**config.mk**
```make
export PLATFORM = sky130hd
export DESIGN_NAME = iter_div_unit
export DESIGN_NICKNAME = d
export VERILOG_FILES = /design/src/rtl/iter_div_unit.sv
export SDC_FILE = /design/constraint.sdc
export NUM_CORES = 1
export LEC_CHECK = 0
export ABC_CLOCK_PERIOD_IN_PS = 4400
export BUFFER_PORTS_ARGS = -buffer_cell sky130_fd_sc_hd__buf_2
export CAP_MARGIN = 20
export CORE_MARGIN = 3
export CORE_UTILIZATION = 35
export DETAILED_ROUTE_END_ITERATION = 10
export GPL_ROUTABILITY_DRIVEN = 1
export SLEW_MARGIN = 15
export SYNTH_ARGS = -nofsm -noshare
export SYNTH_HDL_FRONTEND = slang
export SYNTH_SLANG_ARGS = --single-unit
```
**constraint.sdc**
```tcl
create_clock -name clk -period 4.4 [get_ports clk]
set_input_delay 0.88 -clock clk [delete_from_list [all_inputs] [get_ports clk]]
set_output_delay 0.88 -clock clk [all_outputs]
set_load 0.1 [all_outputs]
```
**src/rtl/iter_div_unit.sv**
```systemverilog
// ============================================================================
// Module      : iter_div_unit
// Description : Multi-cycle radix-2 restoring integer divider (signed/unsigned,
//               quotient or remainder) with valid/ready handshakes and flush.
// Revision    : 1.0 - initial release
// ============================================================================
`default_nettype none

module iter_div_unit #(
    parameter int WIDTH = 32,
    parameter int CNT_W = $clog2(WIDTH + 1)
) (
    input  logic             clk,
    input  logic             reset,
    input  logic             flush,
    input  logic             in_valid,
    output logic             in_ready,
    input  logic             in_signed,
    input  logic             in_rem,
    input  logic [WIDTH-1:0] in_src1,
    input  logic [WIDTH-1:0] in_src2,
    output logic             out_valid,
    input  logic             out_ready,
    output logic [WIDTH-1:0] out_result,
    output logic             busy
);

    localparam logic [1:0] S_IDLE = 2'd0;
    localparam logic [1:0] S_CALC = 2'd1;
    localparam logic [1:0] S_DONE = 2'd2;

    logic [1:0]       state_q, state_d;
    logic [CNT_W-1:0] cnt_q, cnt_d;
    logic [WIDTH-1:0] rem_q, rem_d;
    logic [WIDTH-1:0] dvd_q, dvd_d;
    logic [WIDTH-1:0] dvs_q, dvs_d;
    logic [WIDTH-1:0] res_q, res_d;
    logic             q_neg_q, q_neg_d;
    logic             r_neg_q, r_neg_d;
    logic             sel_rem_q, sel_rem_d;

    logic             w_accept;
    logic             w_div0;
    logic [WIDTH-1:0] w_abs1, w_abs2;
    logic [WIDTH:0]   w_shift, w_trial;
    logic             w_qbit;
    logic [WIDTH-1:0] w_rem_step, w_quo_step;
    logic             w_last;

    assign w_accept = in_valid & in_ready;
    assign w_div0   = (in_src2 == '0);

    // The magnitude of the most negative value is kept as an unsigned 2^(WIDTH-1).
    assign w_abs1 = (in_signed & in_src1[WIDTH-1]) ? -in_src1 : in_src1;
    assign w_abs2 = (in_signed & in_src2[WIDTH-1]) ? -in_src2 : in_src2;

    assign w_shift    = {rem_q, dvd_q[WIDTH-1]};
    assign w_trial    = w_shift - {1'b0, dvs_q};
    assign w_qbit     = ~w_trial[WIDTH];
    assign w_rem_step = w_qbit ? w_trial[WIDTH-1:0] : w_shift[WIDTH-1:0];
    assign w_quo_step = {dvd_q[WIDTH-2:0], w_qbit};
    assign w_last     = (cnt_q == CNT_W'(1));

    // State register
    always_ff @(posedge clk) begin
        if (reset) begin
            state_q <= S_IDLE;
        end else begin
            state_q <= state_d;
        end
    end

    // Next-state logic
    always_comb begin
        state_d = state_q;
        if (flush) begin
            state_d = S_IDLE;
        end else begin
            case (state_q)
                S_IDLE: begin
                    if (w_accept) state_d = w_div0 ? S_DONE : S_CALC;
                end
                S_CALC: begin
                    if (w_last) state_d = S_DONE;
                end
                S_DONE: begin
                    if (w_accept)       state_d = w_div0 ? S_DONE : S_CALC;
                    else if (out_ready) state_d = S_IDLE;
                end
                default: state_d = S_IDLE;
            endcase
        end
    end

    // Output logic
    always_comb begin
        in_ready  = ~flush & ((state_q == S_IDLE) | ((state_q == S_DONE) & out_ready));
        out_valid = (state_q == S_DONE);
        busy      = (state_q != S_IDLE);
    end

    assign out_result = res_q;

    always_comb begin
        cnt_d     = cnt_q;
        rem_d     = rem_q;
        dvd_d     = dvd_q;
        dvs_d     = dvs_q;
        res_d     = res_q;
        q_neg_d   = q_neg_q;
        r_neg_d   = r_neg_q;
        sel_rem_d = sel_rem_q;
        if (flush) begin
            cnt_d = '0;
        end else if (w_accept) begin
            cnt_d     = w_div0 ? '0 : CNT_W'(WIDTH);
            rem_d     = '0;
            dvd_d     = w_abs1;
            dvs_d     = w_abs2;
            q_neg_d   = in_signed & (in_src1[WIDTH-1] ^ in_src2[WIDTH-1]);
            r_neg_d   = in_signed & in_src1[WIDTH-1];
            sel_rem_d = in_rem;
            if (w_div0) res_d = in_rem ? in_src1 : '1;
        end else if (state_q == S_CALC) begin
            rem_d = w_rem_step;
            dvd_d = w_quo_step;
            cnt_d = cnt_q - CNT_W'(1);
            if (w_last) begin
                if (sel_rem_q) res_d = r_neg_q ? -w_rem_step : w_rem_step;
                else           res_d = q_neg_q ? -w_quo_step : w_quo_step;
            end
        end
    end

    always_ff @(posedge clk) begin
        if (reset) begin
            cnt_q     <= '0;
            rem_q     <= '0;
            dvd_q     <= '0;
            dvs_q     <= '0;
            res_q     <= '0;
            q_neg_q   <= 1'b0;
            r_neg_q   <= 1'b0;
            sel_rem_q <= 1'b0;
        end else begin
            cnt_q     <= cnt_d;
            rem_q     <= rem_d;
            dvd_q     <= dvd_d;
            dvs_q     <= dvs_d;
            res_q     <= res_d;
            q_neg_q   <= q_neg_d;
            r_neg_q   <= r_neg_d;
            sel_rem_q <= sel_rem_d;
        end
    end

endmodule

`default_nettype wire
```
# [After elaboration in Yosys (flattened, before gate mapping)]
# Index checks and enable logic that the tools add are counted.
[totals] ff_bits=139 input_bits=71 output_inout_bits=35 elab_cells=66
[op_classes] add_sub_neg=6 n_eq_ne=7 mux=24 n_bitwise=10 n_reduce_logical=10
[op_table] operator="32-bit two-way mux" n=15
[op_table] operator="32-bit negation" n=4
[op_table] operator="33-bit by 32-bit subtractor with 33-bit output" n=1
[op_table] operator="32-bit zero test" n=1
[op_table] operator="6-bit two-way mux" n=3
[op_table] operator="2-bit two-way mux" n=5
[op_table] operator="1-bit AND" n=6
[op_table] operator="6-bit by 1-bit equality test with 1-bit output, second input constant" n=1
[op_table] operator="2-bit case mux with 3 select lines" n=1
[op_table] operator="2-bit nonzero test" n=3
[op_table] operator="6-bit by 1-bit subtractor with 6-bit output, second input constant" n=1
[op_table] operator="2-bit inequality test, second input constant" n=2
[op_table] operator="2-bit AND reduction" n=2
[op_table] operator="4-bit AND reduction" n=1
[op_table] operator="3-bit by 1-bit inequality test with 1-bit output, second input constant" n=1
[op_table] operator="3-bit AND reduction" n=1
[op_table] operator="2-bit by 1-bit equality test with 1-bit output, second input constant" n=1
[op_table] operator="2-bit equality test, second input constant" n=1
[op_table] operator="2-bit zero test" n=1
[op_table] operator="2-bit by 1-bit inequality test with 1-bit output, second input constant" n=1
[op_table] operator="1-bit inverter" n=2
[op_table] operator="2-bit OR reduction" n=1
[op_table] operator="1-bit OR" n=1
[op_table] operator="1-bit XOR" n=1

# [Logic depth before layout (Yosys ltp)]
# Gate-level depths: netlist (run 1).
[depth] depth_word=8 depth_mapped=24 ltp_nobuf=21

# [Least setup slack after synthesis (run 1)]
# OpenSTA, ideal clock, no wires.
[synth_timing] path_kind="input-to-reg" startpoint="input out_ready" endpoint="register res_q[27], in the netlist out_result[27]" setup_ns=0.095 arrival_ns=4.737 slack_ns=-0.432 stages=10 path_buffers=3 cell_sequence="nor2b_1 nor3_1 and2_1 clkbuf_1 nor2_1 o21ai_1 clkbuf_1 buf_1 nand2_1 a221oi_1"
[synth_between] elab_chain_cells=6 elab_cells_between_ends=9 cone_classes="1 x eq/ne; 1 x mux; 4 x bitwise; 3 x reduce/logical"
[synth_lines] element="start, declared" line="23" text="input logic out_ready,"
[synth_lines] element="1-bit AND (*)" line="97" text="in_ready = ~flush & ((state_q == S_IDLE) | ((state_q == S_DONE) & out_ready));"
[synth_lines] element="1-bit OR (*)" line="97"
[synth_lines] element="1-bit AND (*)" line="97"
[synth_lines] element="named net in_ready" line="17" text="output logic in_ready,"
[synth_lines] element="1-bit AND (*)" line="50" text="assign w_accept = in_valid & in_ready;"
[synth_lines] element="2-bit by 1-bit inequality test with 1-bit output (no source line) or 2-bit nonzero test (tied branches)"
[synth_lines] element="4-bit AND reduction (no source line)"
[synth_lines] element="end signal, assigned" line="150" text="res_q <= res_d;"
[synth_lines] element="end, declared" line="37" text="logic [WIDTH-1:0] res_q, res_d;"
# Mark *: on every way through the listed nets, which the timed path passes. The rest lies on a longest branch.
# A chain may end at the register's enable or synchronous reset.

# [Final worst setup path (run 1)]
[layout_timing] startpoint="register rem_q[25]" endpoint="register res_q[30], in the netlist out_result[30]"
[layout_between] elab_chain_cells=8 elab_cells_between_ends=11 cone_classes="3 x add/sub; 7 x mux; 1 x bitwise"
[layout_lines] element="start, declared" line="34" text="logic [WIDTH-1:0] rem_q, rem_d;"
[layout_lines] element="start signal, assigned" line="147" text="rem_q <= rem_d;"
[layout_lines] element="33-bit by 32-bit subtractor with 33-bit output" line="58" text="assign w_trial = w_shift - {1'b0, dvs_q};"
[layout_lines] element="32-bit two-way mux or 1-bit inverter (tied branches)" line="60, 59"
[layout_lines] element="32-bit negation, on equally long branches" line="129, 130"
[layout_lines] element="32-bit two-way mux, on equally long branches" line="129, 130"
[layout_lines] element="32-bit two-way mux (*)" line="129" text="if (sel_rem_q) res_d = r_neg_q ? -w_rem_step : w_rem_step;"
[layout_lines] element="32-bit two-way mux (*)" line="128" text="if (w_last) begin"
[layout_lines] element="32-bit two-way mux (*)" line="124" text="end else if (state_q == S_CALC) begin"
[layout_lines] element="32-bit two-way mux (*)" line="115" text="end else if (w_accept) begin"
# Mark *: on every way between the ends. The rest lies on a longest branch, timed or not. The select of a mux whose other input is x is not followed.

==> results of run 1 <==
==> registers in the layout, summed over array words and instances (netlist names) <==
| name | flops |
|---|---|
| dvd_q | 32 |
| dvs_q | 32 |
| out_result | 32 |
| rem_q | 32 |
| cnt_q | 6 |
| state_q | 2 |
| q_neg_q | 1 |
| r_neg_q | 1 |
| sel_rem_q | 1 |
==> power by group <==
group	total, mW	internal, mW	switching, mW
Sequential	1.32	1.29	0.0302
Clock	1.52	0.880	0.640
Combinational	1.24	0.463	0.773
==> per-layer routing <==
metal | global-route usage | up-vias | share of wire | routed length (um)
met1 | 0.315 | 5766 | 0.46 | 18500
met2 | 0.357 | 445 | 0.44 | 17800
li1 | - | 5882 | - | -
met4 | 0.0777 | 0 | 0.029 | 1180
met3 | 0.0395 | 67 | 0.067 | 2690
met5 | 0 | - | 0 | 0
==> cell usage after synthesis (all sizes together) (8+ instances only) <==
master | number | area share
a211oi | 61 | 0.040
a21o | 14 | 0.0093
a21oi | 141 | 0.062
a221oi | 8 | 0.0062
a22oi | 19 | 0.013
a311oi | 9 | 0.0070
a31oi | 13 | 0.0072
and2 | 19 | 0.011
and3 | 11 | 0.0061
and4 | 9 | 0.0070
buf | 25 | 0.012
clkbuf | 73 | 0.024
dfxtp | 139 | 0.25
ha | 38 | 0.042
inv | 59 | 0.020
mux2i | 22 | 0.019
nand2 | 148 | 0.049
nand3 | 19 | 0.0084
nand4 | 10 | 0.0055
nor2 | 209 | 0.070
nor2b | 8 | 0.0044
nor3 | 40 | 0.018
nor4 | 18 | 0.011
o211ai | 21 | 0.014
o21a | 8 | 0.0053
o21ai | 106 | 0.047
o221ai | 12 | 0.0098
o31ai | 20 | 0.013
o41ai | 14 | 0.012
or3 | 29 | 0.016
or4 | 17 | 0.013
xnor2 | 55 | 0.043
xor2 | 71 | 0.055
==> logic make-up after synthesis <==
family / after synthesis
DFF: 139
buffers and inverters: 157
muxes: 27
xor gates and xnor gates: 126
and+or+nand+nor: 566
adders and majority gates: 39
AOI/OAI and AO/OA: 504
==> through the flow <==
step | total power [mW] | hold WS, ps
after CTS | 4.07 | 445
after global placement | 2.54 | 432
after detailed placement | 2.55 | 434
final | 4.08 | 443
after floorplan | 2.15 | 432
after global routing | 4.27 | 462
==> critical path, stage by stage, from the launching register on <==
cell	delay [ps]
dfxtp_1	360
ha_1	400
and3_1	230
o311ai_1	260
o211ai_1	190
or3_1	360
o211a_2	300
inv_4	130
ha_1	200
nand2_1	90
nor3_2	110
buf_4	150
nand2_1	80
or4_4	450
o21ai_1	160
xor2_1	160
a21oi_1	110
a22o_1	230
a21o_1	140
==> final cells by class <==
class,instances,area (um^2)
clock inverters,13,154
well taps,402,503
repair buffers,175,1060
fillers,3318,18600
multi-input cells,1262,7980
inverters,59,224
clock buffers,19,453
flip-flops and latches,139,2780
==> how the worst max path moves through the flow <==
stage | cells after the start | end | slack [ps]
floorplan | 22 | out_result[30] | 3
global placement | 21 | out_result[30] | 160
detailed placement | 21 | out_result[30] | 70
CTS | 21 | out_result[30] | 60
global route | 21 | out_result[30] | -60
finish | 18 | out_result[30] | 190
==> what timing repair did <==
item                                    4_1_cts  5_1_grt
setup buffers                                 0        1
endpoints found under the setup margin        0       20
gates resized for setup                       0       14
==> placed cells by master (no fill, tap or decap), drive strengths merged, types with 10 or more instances in the layout <==
cell type and n:
nor3 40, xnor2 55, a21oi 141, a211oi 61, or4 17, a22oi 19
xor2 71, mux2i 22, nand4 10, o41ai 14, dfxtp 139, and2 19
inv 65, a21o 14, nand3 19, clkbuf 19, nor2 209, a31oi 13
nand2 148, o21ai 106, or3 29, o221ai 12, o211ai 21, buf 175
o31ai 20, and3 11, ha 38, nor4 18
==> impl_metrics.env, run 1 <==
export IMPL_final_cells=2069
export IMPL_tightest_slew_ps=910
export IMPL_ys_warnings_count=0
export IMPL_critPathMaxFanout=9
export IMPL_dp_cells=2036
export IMPL_nNetsFinal=1764
export IMPL_cts_buffers=17
export IMPL_antenna_found_initial=1
export IMPL_htree_levels=4
export IMPL_ys_async_sr_fraction=0
export IMPL_wl_mm=40.1
export IMPL_place_ws_ps=74.0
export IMPL_ioPinCount=106
export IMPL_timing_max_cap_violations=0
export IMPL_syn_inst=1558
export IMPL_hold_viol_final=0
export IMPL_cp_arrival_ps=4540
export IMPL_clock_skew_final_ps=13.6
export IMPL_syn_to_final_growth_pct=16.2
export IMPL_num_vias=12200
export IMPL_start_kind="register"
export IMPL_powerDensity_mw_per_mm2=310
export IMPL_gp_routability_congestion=0.956
export IMPL_final_util=0.415
export IMPL_dr_pass1_iters=5
export IMPL_clk_latency_ps=440
export IMPL_core_area_mm2=0.0317
export IMPL_port_buffers=105
export IMPL_overflow=0
export IMPL_cts_root_buf="clkbuf_16"
export IMPL_start_util=0.357
export IMPL_cp_startpoint="rem_q[25]"
export IMPL_critPathCaptureType="register"
export IMPL_fmax_ghz=0.238
export IMPL_yosys_cell_types_count=85
export IMPL_required_ps=4740
export IMPL_antennaDiodeCount=0
export IMPL_via_per_inst=5.88
export IMPL_path_clk_slew_ps=70
export IMPL_cts_hold_repair_buffers=0
export IMPL_row_count=65
export IMPL_r2r_setup_slack_ps=190
export IMPL_worstHoldStart="out_result[22]"
export IMPL_status="completed"
export IMPL_synthSimpleGateAreaFrac=0.240
export IMPL_slew_limit_headroom=0.393
export IMPL_synth_seq_area_share=0.246
export IMPL_synth_top_family_by_area="compound AO/OA/AOI/OAI gates"
export IMPL_rr_startpoint="rem_q[25]"
export IMPL_avgSynthCellArea_um2=7.26
export IMPL_worst_slack_ps=191
export IMPL_ys_ff_latch=139
export IMPL_track_usage=0.227
export IMPL_rsz0062_at_grt="yes"
export IMPL_placed_area_mm2=0.0125
export IMPL_tns_ps=0
export IMPL_min_period_ps=4210
export IMPL_crit_type="register to register"
export IMPL_grt_first_pass_wirelength_mm=61.6
export IMPL_synth_compound_area_frac=0.292
export IMPL_synth_fa_ha_area_frac=0.0438
export IMPL_final_cell_area_mm2=0.0132
export IMPL_first_global_vias=11100
export IMPL_post_route_period_util=0.957
export IMPL_hold_end="out_result[22]"
export IMPL_min_delay_path_depth=2
export IMPL_syn_num_nets=1668
export IMPL_drt_initial_drc_count=882
export IMPL_r2r_cells=18
export IMPL_die_width_um=186
export IMPL_p_leak_nw=5.11
export IMPL_setup_viol=0
export IMPL_synth_xor_area_frac=0.0976
export IMPL_regToRegEndpoint="out_result[30]"
export IMPL_syn_area_mm2=0.0113
export IMPL_drc=0
export IMPL_cts_tree="yes"
export IMPL_wl_per_cell_um=19.4
export IMPL_synth_ff_type="dfxtp_1"
export IMPL_peakVddDrop_v=0.000212
export IMPL_die_h_um=186
export IMPL_hpwl_mm=30.8
export IMPL_cts_sinks=139
export IMPL_grt_start_max_net_pins=59
export IMPL_synthMuxAreaShare=0.0248
export IMPL_die_area_mm2=0.0345
export IMPL_hold_class="register to register"
export IMPL_ant_nets=0
export IMPL_clk_path_buf_depth=2
export IMPL_slew_viol_final=0
export IMPL_drive_gt1_frac=0.155
export IMPL_synth_edff_count=0
Power figures use the tool's default switching activity.
==> run 2: changes to the inputs <==
ABC_AREA = 1   (was unset)
GPL_ROUTABILITY_DRIVEN = unset   (was 1)
==> run 2 against run 1 <==
Register-to-register slack improved by 160 ps. Critical path depth grew 8. Die area is 8.4% higher. Wire length rose by 14%. Synthesized cell count grew 35%. Final cell count up 28%. Utilization decreased by 0.39 points. Clock power grew 6%. Flip-flop and latch count unchanged. Critical path type unchanged. Hold slack better by 19 ps.
==> impl_metrics.env, run 2 <==
export IMPL_slowest_delay_ps=450
export IMPL_hold_end="out_result[13]"
export IMPL_drt_initial_drc_count=1426
export IMPL_synth_edff_count=0
export IMPL_port_buffers=105
export IMPL_ant_nets=0
export IMPL_min_period_ps=4050
export IMPL_cts_buffers=17
export IMPL_final_common_cell="nand2_1"
export IMPL_r2r_setup_slack_ps=350
export IMPL_cpMostUsedCell="nand2_1"
export IMPL_antenna_found_initial=1
export IMPL_nNetsFinal=2293
export IMPL_syn_inst=2104
export IMPL_critPathCaptureType="register"
export IMPL_core_area_mm2=0.0340
export IMPL_cp_arrival_ps=4330
export IMPL_first_global_vias=12700
export IMPL_p_leak_nw=7.01
export IMPL_die_h_um=193
export IMPL_peakVddDrop_v=0.000218
export IMPL_tightest_slew_ps=1140
export IMPL_hold_viol_final=0
export IMPL_fmax_ghz=0.247
export IMPL_ys_top_cells_by_area="dfxtp_1 (23%), nand2_1 (20%), inv_1 (7.9%)"
export IMPL_timing_max_cap_violations=0
export IMPL_synth_common_cells="nand2_1 (654), inv_1 (259), nor2_1 (199), a21oi_1 (193), dfxtp_1 (139)"
export IMPL_clk_latency_ps=440
export IMPL_gp_routability_congestion=0.940
export IMPL_powerDensity_mw_per_mm2=302
export IMPL_hold_class="register to register"
export IMPL_dr_pass1_iters=5
export IMPL_syn_to_final_growth_pct=13.7
export IMPL_start_util=0.361
export IMPL_crit_type="register to register"
export IMPL_hpwl_mm=35.3
export IMPL_worstHoldStart="out_result[13]"
export IMPL_syn_area_mm2=0.0123
export IMPL_final_cells=2644
export IMPL_mostFrequentLayoutCells="nand2_1 (649), inv_1 (258), nor2_1 (196)"
export IMPL_synth_seq_area_share=0.226
export IMPL_num_vias=13800
export IMPL_slew_limit_headroom=0.237
export IMPL_p_total_mw=4.22
export IMPL_slew_viol_final=0
export IMPL_ioPinCount=106
export IMPL_die_width_um=193
export IMPL_r2r_cells=26
export IMPL_cts_sinks=139
export IMPL_wl_per_cell_um=17.2
export IMPL_regToRegEndpoint="out_result[10]"
export IMPL_wl_mm=45.5
export IMPL_avgSynthCellArea_um2=5.84
export IMPL_die_area_mm2=0.0374
export IMPL_rr_startpoint="dvd_q[31]"
export IMPL_ys_async_sr_fraction=0
export IMPL_min_delay_path_depth=2
export IMPL_grt_first_pass_wirelength_mm=70.9
export IMPL_start_kind="register"
export IMPL_synth_ff_type="dfxtp_1"
export IMPL_drive_gt1_frac=0.121
export IMPL_ys_warnings_count=0
export IMPL_synth_top_area_frac=0.226
export IMPL_track_usage=0.235
export IMPL_cpMaxStageDelayCell="buf_4"
export IMPL_clk_path_buf_depth=2
export IMPL_cts_root_buf="clkbuf_16"
export IMPL_dp_cells=2612
export IMPL_final_util=0.411
export IMPL_setup_viol=0
export IMPL_required_ps=4680
export IMPL_synth_area_leader_cell="dfxtp_1"
export IMPL_status="completed"
export IMPL_row_count=67
export IMPL_cts_tree="yes"
export IMPL_via_per_inst=5.22
export IMPL_syn_num_nets=2214
export IMPL_placed_area_mm2=0.0133
export IMPL_ys_ff_latch=139
export IMPL_path_clk_slew_ps=70
export IMPL_yosys_cell_types_count=51
export IMPL_antennaDiodeCount=0
export IMPL_grt_start_max_net_pins=81
export IMPL_post_route_period_util=0.921
export IMPL_final_cell_area_mm2=0.0140
export IMPL_clock_skew_final_ps=10.7
export IMPL_critPathMaxFanout=39
export IMPL_synth_most_common_cell="nand2_1"
export IMPL_htree_levels=4
export IMPL_overflow=0
export IMPL_drc=0
==> run 2: cell count changes in the layout (fill, tap and decap cells not counted), moves of 18 or more <==
cell	previous run	this run
or3_1	29	1
a211oi_1	60	1
xnor2_1	55	28
nand2_2	0	29
mux2i_1	22	0
nand3_1	18	126
a22oi_1	19	1
inv_1	58	258
xor2_1	71	45
nand2_1	148	649
buf_4	70	35
a21oi_1	139	193
==> run 2: power breakdown <==
group          leakage, nW  internal [mW]  switching [mW]
clock                0.302          0.972           0.633
combinational         5.58          0.390           0.898
sequential            1.13           1.30          0.0320
==> run 2: what timing repair did <==
item,CTS,global route
endpoints found under the hold margin,0,0
setup endpoints to repair,0,8
resized for setup,0,12
setup buffers,0,0
hold buffers,0,0
==> run 2: cells by family (layout without fill, tap and decap cells) <==
family / Yosys count / after routing / share of synthesized area
simple gates: 1107 / 1107 / 0.385
xor+xnor: 73 / 73 / 0.0520
fa+ha+maj: 39 / 39 / 0.0403
compound gates: 396 / 396 / 0.185
buf+inv: 350 / 442 / 0.111
flops: 139 / 139 / 0.226
==> run 2: worst max-delay path: cells and delay by family (launching register included) <==
family	cells	cell delay, ps
compound gates	4	590
fa+ha+maj	3	780
buf+inv	4	660
flops	1	310
simple gates	15	1530
==> run 2: worst max-delay path by stage <==
stage               slack (ps)       from             end
CTS                         90  dvd_q[31]  out_result[30]
global placement           170  dvd_q[31]  out_result[28]
global route               -40  dvd_q[31]  out_result[30]
floorplan                  310  dvd_q[31]  out_result[30]
finish                     350  dvd_q[31]  out_result[10]
detailed placement         130  dvd_q[31]  out_result[30]
==> run 2: metrics by stage <==
| step | setup TNS, ps | setup WS, ps | hold WS, ps |
|---|---|---|---|
| 6_report | 0 | 349 | 462 |
| 3_5_place_dp | 0 | 125 | 456 |
| 3_3_place_gp | 0 | 168 | 452 |
| 2_1_floorplan | 0 | 311 | 445 |
| 5_1_grt | -44.2 | -44.2 | 490 |
| 4_1_cts | 0 | 92.0 | 466 |
==> run 2: cell type report <==
cell class	count	area [um^2]
fillers	3771	20100
multi-input cells	1615	8200
flip-flops and latches	139	2780
inverters	271	1020
repair buffers	139	783
well taps	448	561
clock buffers	20	447
clock inverters	12	184
==> run 2: layer usage <==
layer | up-vias | routed length (um) | GRT usage
met5 | - | 0 | 0
met4 | 0 | 1340 | 0.0780
met3 | 70 | 3180 | 0.0379
met2 | 478 | 19900 | 0.367
met1 | 6318 | 21200 | 0.331
li1 | 6938 | - | -
==> run 3: changes to the inputs <==
RECOVER_POWER = 100   (was unset)
==> run 3 against run 2 <==
Die area unchanged. Critical endpoint is now out_result[29]. Via count is 0.15% lower. The flow now finishes with violations (capacitance limit, slew limit). First-iteration DRC count is 4.6% lower.
==> impl_metrics.env, run 3 (synthesis results as in run 2) <==
export IMPL_status="complete, but fails checks"
export IMPL_violations="capacitance limit, slew limit"
export IMPL_final_common_cell="nand2_1"
export IMPL_use_met3=0.0379
export IMPL_cts_buffers=17
export IMPL_first_global_vias=12700
export IMPL_cpMostUsedCell="nand2_1"
export IMPL_crit_family="simple AND/OR/NAND/NOR gates"
export IMPL_clk_latency_ps=440
export IMPL_powerDensity_mw_per_mm2=304
export IMPL_mostFrequentLayoutCells="nand2_1 (651), inv_1 (260), nor2_1 (197)"
export IMPL_die_area_mm2=0.0374
export IMPL_p_leak_nw=6.83
export IMPL_peakVddDrop_v=0.000218
export IMPL_slew_limit_headroom=-0.144
export IMPL_htree_levels=4
export IMPL_final_cells=2644
export IMPL_nNetsFinal=2293
export IMPL_clock_skew_final_ps=9.96
export IMPL_multi_input_area_mm2=0.00817
export IMPL_ant_nets=0
export IMPL_grt_use_met1=0.331
export IMPL_critPathCaptureType="register"
export IMPL_fmax_ghz=0.245
export IMPL_via_per_inst=5.21
export IMPL_cts_tree="yes"
export IMPL_die_h_um=193
export IMPL_cp_startpoint="dvd_q[31]"
export IMPL_path_clk_slew_ps=70
export IMPL_drc=0
export IMPL_slew_viol_final=142
export IMPL_cp_arrival_ps=4370
export IMPL_hold_viol_final=0
export IMPL_antenna_found_initial=1
export IMPL_post_cts_buffers=0
export IMPL_num_vias=13800
export IMPL_seq_area_mm2=0.00278
export IMPL_wl_mm=45.5
export IMPL_p_int_mw=2.65
export IMPL_cts_root_buf="clkbuf_16"
export IMPL_critPathMaxFanout=39
export IMPL_row_count=67
export IMPL_syn_to_final_growth_pct=12.9
export IMPL_dp_cells=2612
export IMPL_grt_start_max_net_pins=81
export IMPL_switching_power_mw=1.56
export IMPL_track_usage=0.235
export IMPL_cpMaxStageDelayCell="buf_4"
export IMPL_grt_busiest_layer="met2"
export IMPL_worstHoldStart="out_result[13]"
export IMPL_grtUsageMet2=0.367
export IMPL_p_comb_frac=0.304
export IMPL_core_area_mm2=0.0340
export IMPL_cts_sinks=139
export IMPL_crit_buf_inv=3
export IMPL_min_period_ps=4090
export IMPL_crit_type="register to register"
export IMPL_start_util=0.361
export IMPL_hold_class="register to register"
export IMPL_clockPowerShare=0.381
export IMPL_grt_first_pass_wirelength_mm=70.9
export IMPL_drive_gt1_frac=0.0974
export IMPL_clk_path_buf_depth=2
export IMPL_timing_max_cap_violations=3
export IMPL_die_width_um=193
export IMPL_final_util=0.408
export IMPL_cts_hold_repair_buffers=0
export IMPL_hpwl_mm=35.3
export IMPL_post_route_period_util=0.929
export IMPL_ioPinCount=106
export IMPL_start_kind="register"
export IMPL_swShare=0.371
export IMPL_setup_viol=0
export IMPL_required_ps=4680
export IMPL_gp_routability_congestion=0.940
export IMPL_slowest_delay_ps=450
export IMPL_overflow=0
export IMPL_filler_cell_count=3804
export IMPL_wl_per_cell_um=17.2
export IMPL_antennaDiodeCount=0
export IMPL_drt_initial_drc_count=1360
export IMPL_port_buffers=105
export IMPL_rr_startpoint="dvd_q[31]"
export IMPL_tightest_slew_ps=1720
export IMPL_dr_pass1_iters=6
export IMPL_seqPwrFrac=0.315
-- run 3: what timing repair did --
item                       4_1_cts  5_1_grt
hold endpoints to repair         0        0
setup endpoints to repair        0        8
gates resized for setup          0       12
-- run 3: per-layer routing --
metal / wire [um] / share of wire
met5: 0 / 0
met4: 1340 / 0.029
met3: 3140 / 0.069
met2: 19800 / 0.44
met1: 21200 / 0.47
-- run 3: power by group through the flow --
stage,combinational [mW],clock (mW),sequential (mW)
final,1.28,1.61,1.33
after floorplan,0.857,0,1.37
after global placement,1.25,0,1.35
after CTS,1.26,1.62,1.33
after detailed placement,1.25,0,1.36
after global routing,1.42,1.66,1.33
-- run 3: final timing paths --
check                        end  slack [ps]  cells past startpoint
setup / recovery  out_result[29]         310                     25
hold / removal    out_result[13]         460                      2
setup reg to reg  out_result[29]         310                     25
hold reg to reg   out_result[13]         460                      2
-- run 3: cell type report --
| class | count | share of cell area |
|---|---|---|
| Clock buffer | 20 | 0.0322 |
| Clock inverter | 12 | 0.0133 |
| Inverter | 271 | 0.0733 |
| Multi-Input combinational cell | 1615 | 0.589 |
| Sequential cell | 139 | 0.201 |
| Tap cell | 448 | 0.0404 |
| Timing Repair Buffer | 139 | 0.0516 |
-- run 3: stage by stage --
stage          TNS, ps  setup WS (ps)  power, mW  hold WS, ps  cell area (um^2)
2_1_floorplan        0            311       2.22          445             12300
3_3_place_gp         0            168       2.60          452             13300
3_5_place_dp         0            125       2.60          456             13300
4_1_cts              0           92.0       4.21          466             13900
5_1_grt          -44.4          -44.4       4.42          490             13900
6_report             0            311       4.22          465             13900
-- run 3: worst min-delay path, stage by stage, from the launching register on --
cell and delay [ps]:
dfxtp_1 310, nand2_1 60, a21oi_1 50
